### config.mk
export PLATFORM = sky130hd
export DESIGN_NAME = uart_rx_fsm
export DESIGN_NICKNAME = d
export VERILOG_FILES = /design/src/rtl/uart_rx_fsm.sv
export SDC_FILE = /design/constraint.sdc
export NUM_CORES = 1
export LEC_CHECK = 0
export ABC_AREA = 1
export CORE_MARGIN = 2
export CORE_UTILIZATION = 40
export CTS_CLUSTER_DIAMETER = 100
export DETAILED_ROUTE_END_ITERATION = 8
export GPL_ROUTABILITY_DRIVEN = 0
export PLACE_DENSITY = 0.73
export SLEW_MARGIN = 5
export SYNTH_ARGS = -nofsm -noshare
export SYNTH_HDL_FRONTEND = slang
export SYNTH_SLANG_ARGS = --single-unit
### constraint.sdc
create_clock -name clk -period 1.48 [get_ports clk]
set_input_delay 0.222 -clock clk [delete_from_list [all_inputs] [get_ports clk]]
set_output_delay 0.222 -clock clk [all_outputs]
set_load 0.02 [all_outputs]
### src/rtl/uart_rx_fsm.sv
// Frame-sequencing controller for the UART receiver: walks start/data/parity/stop,
// strobes the sampler, deserializer and checkers, and reports frame status.
module uart_rx_fsm #(
    parameter int PRESCALE_WIDTH = 6
) (
    input  logic                      clk,
    input  logic                      rst,
    input  logic                      rx_in,
    input  logic                      par_en,
    input  logic [PRESCALE_WIDTH-1:0] prescale,
    input  logic [PRESCALE_WIDTH-1:0] edge_cnt,
    input  logic [3:0]                bit_cnt,
    input  logic                      strt_glitch,
    input  logic                      par_err,
    input  logic                      stp_err,
    output logic                      cnt_en,
    output logic                      dat_samp_en,
    output logic                      deser_en,
    output logic                      strt_chk_en,
    output logic                      par_chk_en,
    output logic                      stp_chk_en,
    output logic                      data_valid,
    output logic                      par_error,
    output logic                      stop_error,
    output logic                      busy
);

    typedef enum logic [2:0] {
        IDLE,
        START,
        DATA,
        PARITY,
        STOP
    } state_e;

    state_e state_q, state_d;
    logic   data_valid_q, data_valid_d;
    logic   par_error_q, par_error_d;
    logic   stop_error_q, stop_error_d;

    logic [PRESCALE_WIDTH-1:0] chk_edge;
    logic [PRESCALE_WIDTH-1:0] last_edge;
    logic                      at_chk;
    logic                      bit_end;

    // The sampler votes over the three edges around mid-bit, so its result
    // settles two edges past the midpoint.
    assign chk_edge  = (prescale >> 1) + PRESCALE_WIDTH'(2);
    assign last_edge = prescale - PRESCALE_WIDTH'(1);
    assign at_chk    = (edge_cnt == chk_edge);
    assign bit_end   = (edge_cnt == last_edge);

    assign busy        = (state_q != IDLE);
    assign cnt_en      = busy;
    assign dat_samp_en = busy;
    assign strt_chk_en = (state_q == START)  && at_chk;
    assign deser_en    = (state_q == DATA)   && at_chk;
    assign par_chk_en  = (state_q == PARITY) && at_chk;
    assign stp_chk_en  = (state_q == STOP)   && at_chk;

    assign data_valid = data_valid_q;
    assign par_error  = par_error_q;
    assign stop_error = stop_error_q;

    always_comb begin
        state_d      = state_q;
        data_valid_d = 1'b0;
        par_error_d  = par_error_q;
        stop_error_d = stop_error_q;
        case (state_q)
            IDLE: begin
                if (!rx_in) begin
                    state_d      = START;
                    par_error_d  = 1'b0;
                    stop_error_d = 1'b0;
                end
            end
            START: begin
                if (strt_chk_en && strt_glitch) begin
                    state_d = IDLE;
                end else if (bit_end) begin
                    state_d = DATA;
                end
            end
            DATA: begin
                if (bit_end && (bit_cnt == 4'd8)) begin
                    state_d = par_en ? PARITY : STOP;
                end
            end
            PARITY: begin
                if (par_chk_en && par_err) begin
                    par_error_d = 1'b1;
                    state_d     = IDLE;
                end else if (bit_end) begin
                    state_d = STOP;
                end
            end
            STOP: begin
                // Leave at the check edge rather than the bit end so a
                // back-to-back start edge is never missed.
                if (stp_chk_en) begin
                    state_d = IDLE;
                    if (stp_err) begin
                        stop_error_d = 1'b1;
                    end else begin
                        data_valid_d = 1'b1;
                    end
                end
            end
            default: state_d = IDLE;
        endcase
    end

    always_ff @(posedge clk or negedge rst) begin
        if (!rst) begin
            state_q      <= IDLE;
            data_valid_q <= 1'b0;
            par_error_q  <= 1'b0;
            stop_error_q <= 1'b0;
        end else begin
            state_q      <= state_d;
            data_valid_q <= data_valid_d;
            par_error_q  <= par_error_d;
            stop_error_q <= stop_error_d;
        end
    end

endmodule

==> impl_metrics.yaml <==
sta:
  period_share: 1.09
  rsz0062_at_grt: "yes"
  drv_slew: 0
  setup_violations: 8
  setup_slack_ns: -0.137
  tightest_slew_ns: 0.328
  timing.setup.tns_ns: -0.547
  slew_headroom: 0.779
  finClkSkew_ns: 0.00763
  period_minus_slack_ns: 1.62
  fmax_mhz: 619
  finalHoldViolations: 0
floorplanning:
  core_area_um2: 1980
  initial_utilization: 0.430
  die_area_um2: 2520
  die_w_um: 50.2
  std_cell_rows: 16
  die_y_um: 50.2
  pin_count: 33
worst_hold_path:
  min_path_type: "primary input to asynchronous set/reset pin"
synthesis:
  synthMuxAreaShare: 0
  synth_area_um2: 852
  synth_compound_area_frac: 0.0720
  synth-simple-area-share: 0.517
  synth_seq_cells: 6
  synthXorXnorAreaFrac: 0.0308
  synthCells: 146
  syn_area_per_cell_um2: 5.84
  synth_top_family_by_area: "simple AND/OR/NAND/NOR gates"
  synth_cell_types: 23
  synth_fa_ha_area_frac: 0.0587
  syn_nets: 173
  synth_seq_area_share: 0.176
  yosys_warnings: 0
global_route:
  met3_usage: 0.0476
  grtUsageMet2: 0.439
  grt_pass1_wl_um: 4480
  grt_max_degree: 7
  grt_remaining_overflow: 0
  track_usage: 0.243
  grt_pass1_vias: 1093
  top_usage_layer: "met2"
  grt_antenna_before_repair: 0
  met1_usage: 0.258
worst_setup_path:
  path_common_cell: "nand2_2"
  cp.required_ns: 1.26
  worstPathCellList: "buf_8 > inv_6 > ha_4 > nand2_2 > nand2_2 > nand3_2 > nor2_4 > nand2_4 > nor4_4 > buf_4"
  cp_slowest_stage_delay_ns: 0.27
  worst-path-buf-inv: 3
  crit_arrival_ns: 1.39
  r2r_cells: 10
  worstReg2RegEnd: "stop_error"
  reg2reg_from: "state_q[0]"
  cp_max_fo: 6
  crit_family: "simple AND/OR/NAND/NOR gates"
  critPathSlowestCell: "ha_4"
  crit_path_start_kind: "primary input"
  ff2ff_setup_slack_ns: -0.01
  crit_type: "primary input to output port"
  crit_path_end_kind: "output port"
final_layout:
  nets: 243
  final_cell_mix: "nand2_1, buf_4, inv_1"
  final_common_cell: "nand2_1"
  drive_above_1_share: 0.467
  stdcell_count: 241
  antenna_cells: 0
  syn_to_final_growth_pct: 93.2
placement:
  post-dp-hpwl_um: 2160
  port_buffers: 32
  dpl.cell_count: 231
routing:
  wirelength_um: 3170
  dr.pass1.iters: 4
  initialDrtViolationCount: 24
  wire_per_inst_um: 13.1
  ant_nets: 0
  post-route-drc-count: 0
  vias: 1201
  vias_per_cell: 4.98
power:
  p_leak_nw: 0.848
  pwr-share-clk: 0.087
  p_total_mw: 1.82
  powerDensity_nw_per_um2: 1100
  p_int_uw: 970
  switching_power_uw: 847
  p_comb_frac: 0.765
  ir_drop_mv: 1.18
  seq_power_share: 0.148
  p_sw_frac: 0.466
clocking:
  cts_buffer_depth: 2
  clk_pin_slew_ns: 0.05
  cts_max_level: 1
  cts_tree: "done"
  root_buffer: "clkbuf_4"
  cts_buffers: 3
  cts_sinks: 6
  clock_latency_ns: 0.26
run_status:
  violations: "setup timing"
  status: "complete, but fails checks"
run:
  drv_cap: 0
-- repair_timing --
item,CTS,global route
gates resized for setup,86,27
setup buffers,5,3
setup endpoints to repair,13,12
pin swaps,16,21
hold buffers,0,0
-- worst max-delay path by stage --
| stage | startpoint | end | slack, ns | cells past startpoint |
|---|---|---|---|---|
| 2_1_floorplan | state_q[0] | stp_chk_en | -0.002 | 5 |
| 3_3_place_gp | prescale[2] | deser_en | -1.15 | 11 |
| 3_5_place_dp | prescale[2] | strt_chk_en | -1.22 | 11 |
| 4_1_cts | prescale[3] | strt_chk_en | -0.16 | 10 |
| 5_1_grt | prescale[3] | strt_chk_en | -0.21 | 10 |
| 6_report | prescale[3] | strt_chk_en | -0.14 | 10 |
-- layer usage --
metal  wire length [um]  share of wire
met1               1250           0.39
met2               1650           0.52
met3                160          0.051
met4                106          0.033
met5                  0              0
-- worst reg2reg max path, cell delays in order, from the launching register on --
cell     delay, ns
dfrtp_1       0.40
nor2_2        0.16
inv_2         0.08
buf_6         0.12
nor2_4        0.11
inv_4         0.06
buf_6         0.12
nor2_4        0.13
a21oi_4       0.06
nand3_2       0.09
a22oi_2       0.06
-- flip-flops by register name (all words and copies together) (netlist names) --
register    cells
stop_error      1
state_q         3
par_error       1
data_valid      1
-- cell type report --
| type | count | area [um2] |
|---|---|---|
| clock buffer | 3 | 22.5 |
| timing repair buffer | 67 | 588 |
| multi-input combinational | 109 | 726 |
| tap | 27 | 33.8 |
| fill | 121 | 335 |
| sequential | 6 | 150 |
| inverter | 29 | 126 |
-- power by group through the flow --
stage                     Combinational (mW)  Clock, mW  Sequential, mW
after floorplan                        0.583          0           0.302
after global placement                  1.10          0           0.258
after detailed placement                1.14          0           0.263
after CTS                               1.25      0.163           0.262
after global routing                    1.48      0.171           0.274
final                                   1.39      0.158           0.269
-- stage by stage --
stage	setup slack, ns	cell area [um2]	utilization	hold WS [ns]
floorplan	-0.00230	915	-	-0.0736
global placement	-1.15	1460	0.739	0.473
detailed placement	-1.22	1460	0.739	0.481
CTS	-0.158	1590	0.802	0.203
global route	-0.206	1650	0.831	0.226
finish	-0.137	1650	0.831	0.201
-- synth_stat cells --
cell | instances | area (um2)
inv_2 | 3 | 11.3
o21ai_2 | 2 | 17.5
nor3_1 | 4 | 20.0
nor2_1 | 9 | 33.8
nand2_1 | 53 | 199
nand2_4 | 1 | 11.3
o21ai_0 | 2 | 10.0
clkinv_1 | 1 | 3.75
dfrtp_1 | 6 | 150
nand4_1 | 3 | 18.8
inv_1 | 25 | 93.8
ha_1 | 4 | 50.1
a22oi_2 | 1 | 12.5
nand3_1 | 14 | 70.1
nor4_1 | 3 | 18.8
a21oi_4 | 1 | 16.3
a21oi_1 | 1 | 5.00
buf_4 | 2 | 15.0
nand3_2 | 1 | 10.0
xnor2_1 | 2 | 17.5
nand2_2 | 4 | 25.0
nor2_4 | 3 | 33.8
xor2_1 | 1 | 8.76
-- cells by family after synthesis --
group           count (synthesis)
xor+xnor                        3
flops                           6
compound gates                  7
simple gates                   95
fa+ha+maj                       4
buf+inv                        31
No activity file was read; power rests on OpenSTA's default activity.
